$ cat src/rtl/dsi_phy_pkg.sv
`default_nettype none
// ============================================================
// Package : dsi_phy_pkg
// Brief   : Shared DSI PHY lane constants and rx state encoding
// Revision: 1.0
// ============================================================
package dsi_phy_pkg;

  localparam logic [7:0] SYNC_SEQUENCE = 8'h1D;

  typedef enum logic [1:0] {
    RX_IDLE   = 2'd0,
    RX_HUNT   = 2'd1,
    RX_ACTIVE = 2'd2,
    RX_ERR    = 2'd3
  } rx_state_e;

endpackage
`default_nettype wire

$ cat src/rtl/dsi_sync_finder.sv
`default_nettype none
// ============================================================
// Module  : dsi_sync_finder
// Brief   : Locates the first set bit of prev_q and tests for SoT sync there
// Revision: 1.0
// ============================================================
module dsi_sync_finder
  import dsi_phy_pkg::*;
(
  input  logic [7:0] prev_q,
  input  logic [7:0] hs_input,
  output logic       found,
  output logic       mismatch,
  output logic [2:0] offset
);

  logic [15:0] window;
  logic [7:0]  cand;

  always_comb begin
    window = {hs_input, prev_q};
    offset = 3'd0;
    // Descending scan so the lowest set bit wins.
    for (int i = 7; i >= 0; i--) begin
      if (prev_q[i]) offset = i[2:0];
    end
    cand     = window[offset +: 8];
    found    = (prev_q != 8'd0) && (cand == SYNC_SEQUENCE);
    mismatch = (prev_q != 8'd0) && (cand != SYNC_SEQUENCE);
  end

endmodule
`default_nettype wire

$ cat src/rtl/dsi_hs_lane_rx.sv
`default_nettype none
// ============================================================
// Module  : dsi_hs_lane_rx
// Brief   : DSI HS data-lane receiver: SoT hunt, byte alignment, trail strip
// Revision: 1.0
// ============================================================
module dsi_hs_lane_rx
  import dsi_phy_pkg::*;
#(
  parameter int TRAIL_BYTES  = 1,
  parameter int HUNT_TIMEOUT = 16
) (
  input  logic       clk_sys,
  input  logic       rst_n,
  input  logic [7:0] hs_input,
  input  logic       hs_valid,
  output logic [7:0] rx_data,
  output logic       rx_valid,
  output logic       rx_sot,
  output logic       rx_eot,
  output logic       rx_sot_err,
  output logic       active,
  output logic [7:0] sot_err_cnt
);

  localparam int CNT_W = (HUNT_TIMEOUT < 2) ? 1 : $clog2(HUNT_TIMEOUT);
  localparam logic [CNT_W-1:0] HUNT_LAST = CNT_W'(HUNT_TIMEOUT - 1);
  localparam int HB_W = 8 * TRAIL_BYTES;

  rx_state_e              state_q, state_d;
  logic [7:0]             prev_q, prev_d;
  logic [2:0]             off_q, off_d;
  logic [CNT_W-1:0]       hunt_cnt_q, hunt_cnt_d;
  logic [HB_W-1:0]        hb_data_q, hb_data_d;
  logic [TRAIL_BYTES-1:0] hb_vld_q, hb_vld_d;
  logic [7:0]             rx_data_q, rx_data_d;
  logic                   rx_valid_q, rx_valid_d;
  logic                   rx_sot_q, rx_sot_d;
  logic                   rx_eot_q, rx_eot_d;
  logic                   rx_sot_err_q, rx_sot_err_d;
  logic                   active_q, active_d;
  logic [7:0]             err_cnt_q, err_cnt_d;

  logic        found, mismatch;
  logic [2:0]  offset;
  logic [15:0] window;
  logic [7:0]  aligned;

  dsi_sync_finder u_sync_finder (
    .prev_q   (prev_q),
    .hs_input (hs_input),
    .found    (found),
    .mismatch (mismatch),
    .offset   (offset)
  );

  assign window  = {hs_input, prev_q};
  assign aligned = window[off_q +: 8];

  always_comb begin
    state_d      = state_q;
    prev_d       = hs_valid ? hs_input : prev_q;
    off_d        = off_q;
    hunt_cnt_d   = hunt_cnt_q;
    hb_data_d    = hb_data_q;
    hb_vld_d     = hb_vld_q;
    rx_data_d    = rx_data_q;
    rx_valid_d   = 1'b0;
    rx_sot_d     = 1'b0;
    rx_eot_d     = 1'b0;
    rx_sot_err_d = 1'b0;
    err_cnt_d    = err_cnt_q;

    case (state_q)
      RX_IDLE: begin
        prev_d     = 8'd0;
        hunt_cnt_d = '0;
        hb_vld_d   = '0;
        if (hs_valid) state_d = RX_HUNT;
      end
      RX_HUNT: begin
        // Lock takes priority over timeout; a falling hs_valid beats both.
        if (!hs_valid) begin
          state_d = RX_IDLE;
        end else if (found) begin
          off_d    = offset;
          rx_sot_d = 1'b1;
          state_d  = RX_ACTIVE;
        end else if (mismatch || (hunt_cnt_q == HUNT_LAST)) begin
          rx_sot_err_d = 1'b1;
          state_d      = RX_ERR;
        end else begin
          hunt_cnt_d = hunt_cnt_q + 1'b1;
        end
      end
      RX_ACTIVE: begin
        if (!hs_valid) begin
          hb_vld_d = '0;
          rx_eot_d = 1'b1;
          state_d  = RX_IDLE;
        end else begin
          if (hb_vld_q[TRAIL_BYTES-1]) begin
            rx_data_d  = hb_data_q[HB_W-1 -: 8];
            rx_valid_d = 1'b1;
          end
          hb_data_d       = hb_data_q << 8;
          hb_data_d[7:0]  = aligned;
          hb_vld_d        = hb_vld_q << 1;
          hb_vld_d[0]     = 1'b1;
        end
      end
      RX_ERR: begin
        if (!hs_valid) state_d = RX_IDLE;
      end
      default: state_d = RX_IDLE;
    endcase

    if (rx_sot_err_d && (err_cnt_q != 8'hFF)) err_cnt_d = err_cnt_q + 8'd1;
    active_d = (state_d != RX_IDLE);
  end

  always_ff @(posedge clk_sys or negedge rst_n) begin
    if (!rst_n) begin
      state_q      <= RX_IDLE;
      prev_q       <= 8'd0;
      off_q        <= 3'd0;
      hunt_cnt_q   <= '0;
      hb_data_q    <= '0;
      hb_vld_q     <= '0;
      rx_data_q    <= 8'd0;
      rx_valid_q   <= 1'b0;
      rx_sot_q     <= 1'b0;
      rx_eot_q     <= 1'b0;
      rx_sot_err_q <= 1'b0;
      active_q     <= 1'b0;
      err_cnt_q    <= 8'd0;
    end else begin
      state_q      <= state_d;
      prev_q       <= prev_d;
      off_q        <= off_d;
      hunt_cnt_q   <= hunt_cnt_d;
      hb_data_q    <= hb_data_d;
      hb_vld_q     <= hb_vld_d;
      rx_data_q    <= rx_data_d;
      rx_valid_q   <= rx_valid_d;
      rx_sot_q     <= rx_sot_d;
      rx_eot_q     <= rx_eot_d;
      rx_sot_err_q <= rx_sot_err_d;
      active_q     <= active_d;
      err_cnt_q    <= err_cnt_d;
    end
  end

  assign rx_data     = rx_data_q;
  assign rx_valid    = rx_valid_q;
  assign rx_sot      = rx_sot_q;
  assign rx_eot      = rx_eot_q;
  assign rx_sot_err  = rx_sot_err_q;
  assign active      = active_q;
  assign sot_err_cnt = err_cnt_q;

endmodule
`default_nettype wire
$ cat config.mk
export PLATFORM = sky130hd
export DESIGN_NAME = dsi_hs_lane_rx
export DESIGN_NICKNAME = d
export VERILOG_FILES = /design/src/rtl/dsi_phy_pkg.sv /design/src/rtl/dsi_sync_finder.sv /design/src/rtl/dsi_hs_lane_rx.sv
export SDC_FILE = /design/constraint.sdc
export NUM_CORES = 1
export LEC_CHECK = 0
export BUFFER_PORTS_ARGS = -buffer_cell sky130_fd_sc_hd__buf_2
export CORE_MARGIN = 10
export CORE_UTILIZATION = 45
export DETAILED_ROUTE_END_ITERATION = 6
export SETUP_SLACK_MARGIN = 0.05
export SLEW_MARGIN = 10
export SYNTH_ARGS = -nofsm -noshare
export SYNTH_HDL_FRONTEND = slang
export SYNTH_SLANG_ARGS = --single-unit
$ cat constraint.sdc
create_clock -name clk_sys -period 3.5 [get_ports clk_sys]
set_input_delay 0.7 -clock clk_sys [delete_from_list [all_inputs] [get_ports clk_sys]]
set_output_delay 0.7 -clock clk_sys [all_outputs]
set_load 0.03 [all_outputs]
==> results of run 1 <==
logic make-up after synthesis:
| logic type | share of synthesized area (%) |
|---|---|
| simple gates | 20.30 |
| compound gates | 13.66 |
| flops | 40.76 |
| mux | 15.44 |
| buf+inv | 6.852 |
| xor+xnor | 2.125 |
| fa+ha+maj | 0.8672 |
placed cells by master, fill, tap and decap left out, types with 3 or more instances in the layout:
master / Yosys / final
nand2_1: 45 / 45
a31oi_1: 3 / 3
a211oi_1: 3 / 3
nor2_1: 22 / 22
nor3_1: 3 / 3
o21ai_0: 15 / 15
mux4_2: 8 / 8
inv_1: 7 / 7
a21oi_1: 6 / 6
and3_1: 4 / 4
mux2i_1: 22 / 22
nand2b_1: 3 / 3
nor2b_1: 4 / 4
nand3_1: 6 / 6
dfrtp_1: 47 / 47
or3_1: 3 / 3
nor4_1: 5 / 5
xor2_1: 6 / 6
mux2_1: 3 / 3
nand4_1: 3 / 3
clkbuf_8: 5 / 5
buf_2: 1 / 31
worst max-delay path: cells and delay by family, from the launching register on:
family          cells  cell delay, ns
compound gates      4            1.12
flops               1            0.58
simple gates        3            0.69
mux                 1            0.34
layout make-up:
cell class	count	area [sq um]
clock inverters	3	46.29
well taps	77	96.34
inverters	8	30.03
flip-flops and latches	47	1176
fillers	616	3193
clock buffers	5	68.82
multi-input cells	206	1511
repair buffers	31	155.1
per-layer routing:
layer | vias to the layer above | GRT usage [%] | wire length, microns
li1 | 1043 | - | -
met1 | 990 | 16.08 | 2769
met2 | 44 | 19.66 | 2836
met3 | 9 | 3.297 | 315
met4 | 0 | 4.130 | 86
met5 | - | 0 | 0
state kept, by name, indices dropped and copies added, names as in the netlist:
| name | cells |
|---|---|
| active | 1 |
| hb_data_q | 8 |
| hb_vld_q | 1 |
| hunt_cnt_q | 4 |
| off_q | 3 |
| prev_q | 8 |
| rx_data | 8 |
| rx_eot | 1 |
| rx_sot | 1 |
| rx_sot_err | 1 |
| rx_valid | 1 |
| sot_err_cnt | 8 |
| state_q | 2 |
power groups by stage:
stage	registers, mW	logic (mW)	clock network [mW]
detailed placement	0.725	0.433	0
global route	0.732	0.477	0.438
CTS	0.715	0.435	0.417
finish	0.714	0.429	0.406
floorplan	0.775	0.268	0
global placement	0.727	0.433	0
metrics by stage:
step | area [sq um] | instances
final | 3084 | 377
after detailed placement | 2969 | 369
after CTS | 3084 | 377
after global routing | 3084 | 377
after floorplan | 2885 | 280
after global placement | 2969 | 369
synth_stat cells, drive strengths merged, types with 4 or more instances:
| master | instances | area [sq um] |
|---|---|---|
| a21oi | 6 | 30.03 |
| and3 | 5 | 32.53 |
| buf | 7 | 72.56 |
| clkbuf | 12 | 95.10 |
| dfrtp | 47 | 1176 |
| inv | 7 | 26.28 |
| mux2 | 4 | 45.04 |
| mux2i | 22 | 220.2 |
| mux4 | 8 | 180.2 |
| nand2 | 46 | 175.2 |
| nand2b | 4 | 27.53 |
| nand3 | 6 | 30.03 |
| nor2 | 24 | 105.1 |
| nor2b | 5 | 38.78 |
| nor4 | 5 | 31.28 |
| o21ai | 15 | 75.07 |
| xor2 | 6 | 52.55 |
path summary, 6_finish.rpt:
path / slack [ns] / from / end / cells after the start
worst max-delay path: 0.67 / prev_q[3] / off_q[0] / 8
worst min-delay path: 0.47 / hb_data_q[5] / rx_data[5] / 2
worst max register to register: 0.67 / prev_q[3] / off_q[0] / 8
worst min register to register: 0.47 / hb_data_q[5] / rx_data[5] / 2
max in group asynchronous: 2.30 / rst_n / prev_q[0] / 1
min in group asynchronous: 0.56 / rst_n / rx_data[0] / 1
==> results.tsv, run 1 <==
metric	value	unit
status	completed	
diodes	0	
synth.distinct_cells	61	
clockBufferDepth	2	
htreeDepth	2	
grt_pass1_vias	2099	
nets	312	
dieArea	10020	sq um
synth-edff-count	0	
postCtsResizedCells	0	
maxCapViolCount	0	
antenna_found_initial	0	
crit_type	flip-flop to flip-flop	
drv_slew	0	
critPathRequiredTime	3.69	ns
synth_seq_cells	47	
postCtsSetupBuffers	0	
rsz0062_at_grt	false	
insertion_delay	0.30	ns
start_util	45.96	%
drc	0	
core_area	6277	sq um
tns	0	ns
intPower	0.9956	mW
grt_max_degree	48	
avgViaCountPerCell	5.533	
drive_gt1_share	22.33	%
hold_slack	0.4701	ns
peakVddDrop	0.2917	mV
slowest_stage	dfrtp_1	
critPathMaxFanout	14	
async_flop_share	100.0	%
wl	6007	microns
syn_nets	293	
first_iter_violations	54	
timing.final.crit_period	2.834	ns
clock_skew	0.01175	ns
clkPwrFrac	26.2	%
finalHoldViolCount	0	
final_core_util	49.13	%
grtUsageTotal	12.42	%
syn_area	2885	sq um
dpl.hpwl	4523	microns
cts_buffers	5	
cp_data_arrival_time	3.03	ns
die_h	100.1	microns
port_buffers	31	
clkSinkCount	47	
ys_warn_count	0	
p_leak	1.435	nW
seqPwrFrac	46.1	%
cts.clk_slew.worst_paths	0.10	ns
period_share	80.97	%
p_sw	0.5524	mW
hold_class	flip-flop to flip-flop	
start_kind	flip-flop	
synth_cells	280	
p_sw_share	35.68	%
slew_headroom	32.96	%
cts-root-buf	clkbuf_8	
wl_per_cell	15.93	microns
tightest_slew	1.006	ns
slowest_delay	0.58	ns
areaGrowthSynthToFinish	6.895	%
drtAntennaViolNets	0	
vias	2086	
cts_tree	done	
setup_ws	0.6659	ns
crit_path_end_kind	flip-flop	
grt_pass1_wl	10380	microns
fmaxAchievable	0.3529	GHz
fp-row-count	29	
p_per_area	501.9	nW/um^2
cts_hold_buf	0	
synth_flop_cell	dfrtp_1	
io_pins	32	
die_w	100.1	microns
gp_congestion	0.9445	
dp_slack	0.6724	ns
synth_area_per_cell	10.30	sq um
power.total	1.548	mW
drtPass1Iterations	4	
path_cells	or2b_2 -> o311ai_4 -> nand2_2 -> o41a_1 -> a211o_1 -> o21a_4 -> nor2_4 -> mux2_1	
seq_area_frac_synth	40.76	%
finalSetupViolations	0	
grt_overflow	0	
pwr-share-comb	27.7	%
No activity file was read; power rests on OpenSTA's default activity.
==> run 2, diff against run 1 <==
- PLACE_DENSITY: default -> 0.66
- clock period: 3.5 -> 2.6 ns (I/O delays scaled with it)
==> run 2 against run 1 <==
Compared with the run above: via count rose by 8.2%; combinational power rose by 70%; die area did not move; clock-buffer cell count did not move; total power rose by 44%; critical path type unchanged; critical endpoint is now off_q[1].
==> results.tsv, run 2 (synthesis gave the netlist of run 1 again) <==
metric	value	unit	change
status	completed		
intPower	1.425	mW	+43%
gp_congestion	0.9328		-1.2%
peakVddDrop	0.3387	mV	+16%
critPathMaxFanout	6		-8
p_sw	0.8037	mW	+45%
cts_buffers	5		unchanged
clockBufferDepth	2		unchanged
core_area	6277	sq um	unchanged
maxCapViolCount	0		unchanged
place_area	3179	sq um	+7.1%
rsz0062_at_grt	true		
grt_pass1_wl	11500	microns	+11%
nets	343		+9.9%
p_sw_share	36.05	%	+0.37 points
drtPass1Iterations	4		unchanged
clkPwrFrac	25.1	%	-1.1 points
p_per_area	654.5	nW/um^2	+30%
antenna_found_initial	0		unchanged
period_share	98.09	%	+17 points
slew_headroom	56.71	%	+24 points
cts-root-buf	clkbuf_8		
finalSetupViolations	0		unchanged
cp_data_arrival_time	2.75	ns	-0.28 ns
dp_slack	-0.06069	ns	-0.7331 ns
clkSinkCount	47		unchanged
crit_type	flip-flop to flip-flop		
grt_overflow	0		unchanged
dieArea	10020	sq um	unchanged
design_area	3406	sq um	+10%
critPathRequiredTime	2.80	ns	-0.89 ns
fmaxAchievable	0.3921	GHz	+11%
drtAntennaViolNets	0		unchanged
fillers	583		-5.4%
seqPwrFrac	42.1	%	-4.0 points
fp-row-count	29		unchanged
setup_ws	0.04965	ns	-0.6163 ns
pwr-share-comb	32.7	%	+5.0 points
hold_class	input pin to async pin		
mostFrequentLayoutCells	45 x nand2_1, 44 x dfrtp_1, 31 x buf_2		
grt_pass1_vias	2294		+9.3%
first_iter_violations	83		+54%
crit_path_end_kind	flip-flop		
die_h	100.1	microns	unchanged
tightest_slew	0.6493	ns	-0.3563 ns
clock_skew	0.006272	ns	-0.005477 ns
wl_per_cell	16.61	microns	+4.3%
start_util	45.96	%	unchanged
finalHoldViolCount	0		unchanged
drc	0		unchanged
grt_max_degree	25		-48%
cts_hold_buf	0		unchanged
io_pins	32		unchanged
diodes	0		unchanged
place_inst	397		+7.6%
drv_slew	0		unchanged
port_buffers	31		unchanged
die_w	100.1	microns	unchanged
drive_gt1_share	33.84	%	+12 points
startpoint	prev_q[3]		
final_common_cell	nand2_1		
insertion_delay	0.31	ns	about the same
grtUsageTotal	13.88	%	+1.5 points
wl	6778	microns	+13%
avgViaCountPerCell	5.534		about the same
instances_no_fill	408		+8.2%
cts.clk_slew.worst_paths	0.09	ns	about the same
timing.final.crit_period	2.550	ns	-0.2837 ns
vias	2258		+8.2%
start_kind	flip-flop		
cts_tree	done		
r2r-start	prev_q[3]		
dpl.hpwl	5132	microns	+13%
areaGrowthSynthToFinish	18.04	%	
p_leak	1.603	nW	+12%
htreeDepth	2		unchanged
## run 2: cell count changes in the layout (fill, tap and decap cells not counted), sizes merged
cell  change
buf      +31
## run 2: worst paths after layout
check,to,slack (ns),cells past startpoint
setup / recovery,off_q[1],0.05,9
hold / removal,hb_vld_q,0.08,1
setup reg to reg,off_q[1],0.05,9
hold reg to reg,rx_data[4],0.47,2
max in group asynchronous,prev_q[7],1.92,2
min in group clk_sys,prev_q[7],0.45,3
## run 2: stage by stage
stage	TNS [ns]	utilization (%)	total power, mW	hold slack [ns]
floorplan	0	-	1.404	0.2244
global placement	-0.03416	50.65	1.627	0.4154
detailed placement	-0.1848	50.65	1.633	0.4164
CTS	0	53.52	2.223	0.07618
global route	-0.08841	54.26	2.354	0.08758
finish	0	54.26	2.229	0.07572
## run 2: routing by layer
layer | track usage (%) | vias to the layer above | wire length (microns)
met5 | 0 | - | 0
met4 | 3.696 | 0 | 91
met3 | 3.846 | 9 | 374
met2 | 22.50 | 45 | 3159
met1 | 17.77 | 1099 | 3153
li1 | - | 1105 | -
## run 2: power groups by stage
stage | clock (mW) | combinational, mW | sequential (mW)
floorplan | 0 | 0.361 | 1.04
global placement | 0 | 0.681 | 0.947
detailed placement | 0 | 0.685 | 0.948
CTS | 0.571 | 0.714 | 0.938
global route | 0.600 | 0.796 | 0.957
finish | 0.561 | 0.730 | 0.938
## run 2: area by class of cell
type	instances	area [sq um]	share of cell area [%]
inverters	8	30.03	0.8817
flip-flops and latches	47	1180	34.64
multi-input cells	206	1593	46.77
clock inverters	3	46.29	1.359
repair buffers	62	391.6	11.50
well taps	77	96.34	2.829
clock buffers	5	68.82	2.021
## run 2: timing repair
| action | 4_1_cts | 5_1_grt |
|---|---|---|
| pin swaps | 5 | 1 |
| cloned | 0 | 0 |
| resized for setup | 9 | 11 |
| setup buffers | 3 | 0 |
| endpoints found under the setup margin | 5 | 10 |
## run 2: critical path, cell delays in order, from the launching register on
cell,delay [ns]
dfrtp_1,0.45
buf_6,0.15
nor2_4,0.11
o31a_1,0.22
nor2_1,0.08
o41a_1,0.41
a211o_1,0.34
o21a_4,0.23
nor2_4,0.11
mux2_1,0.33
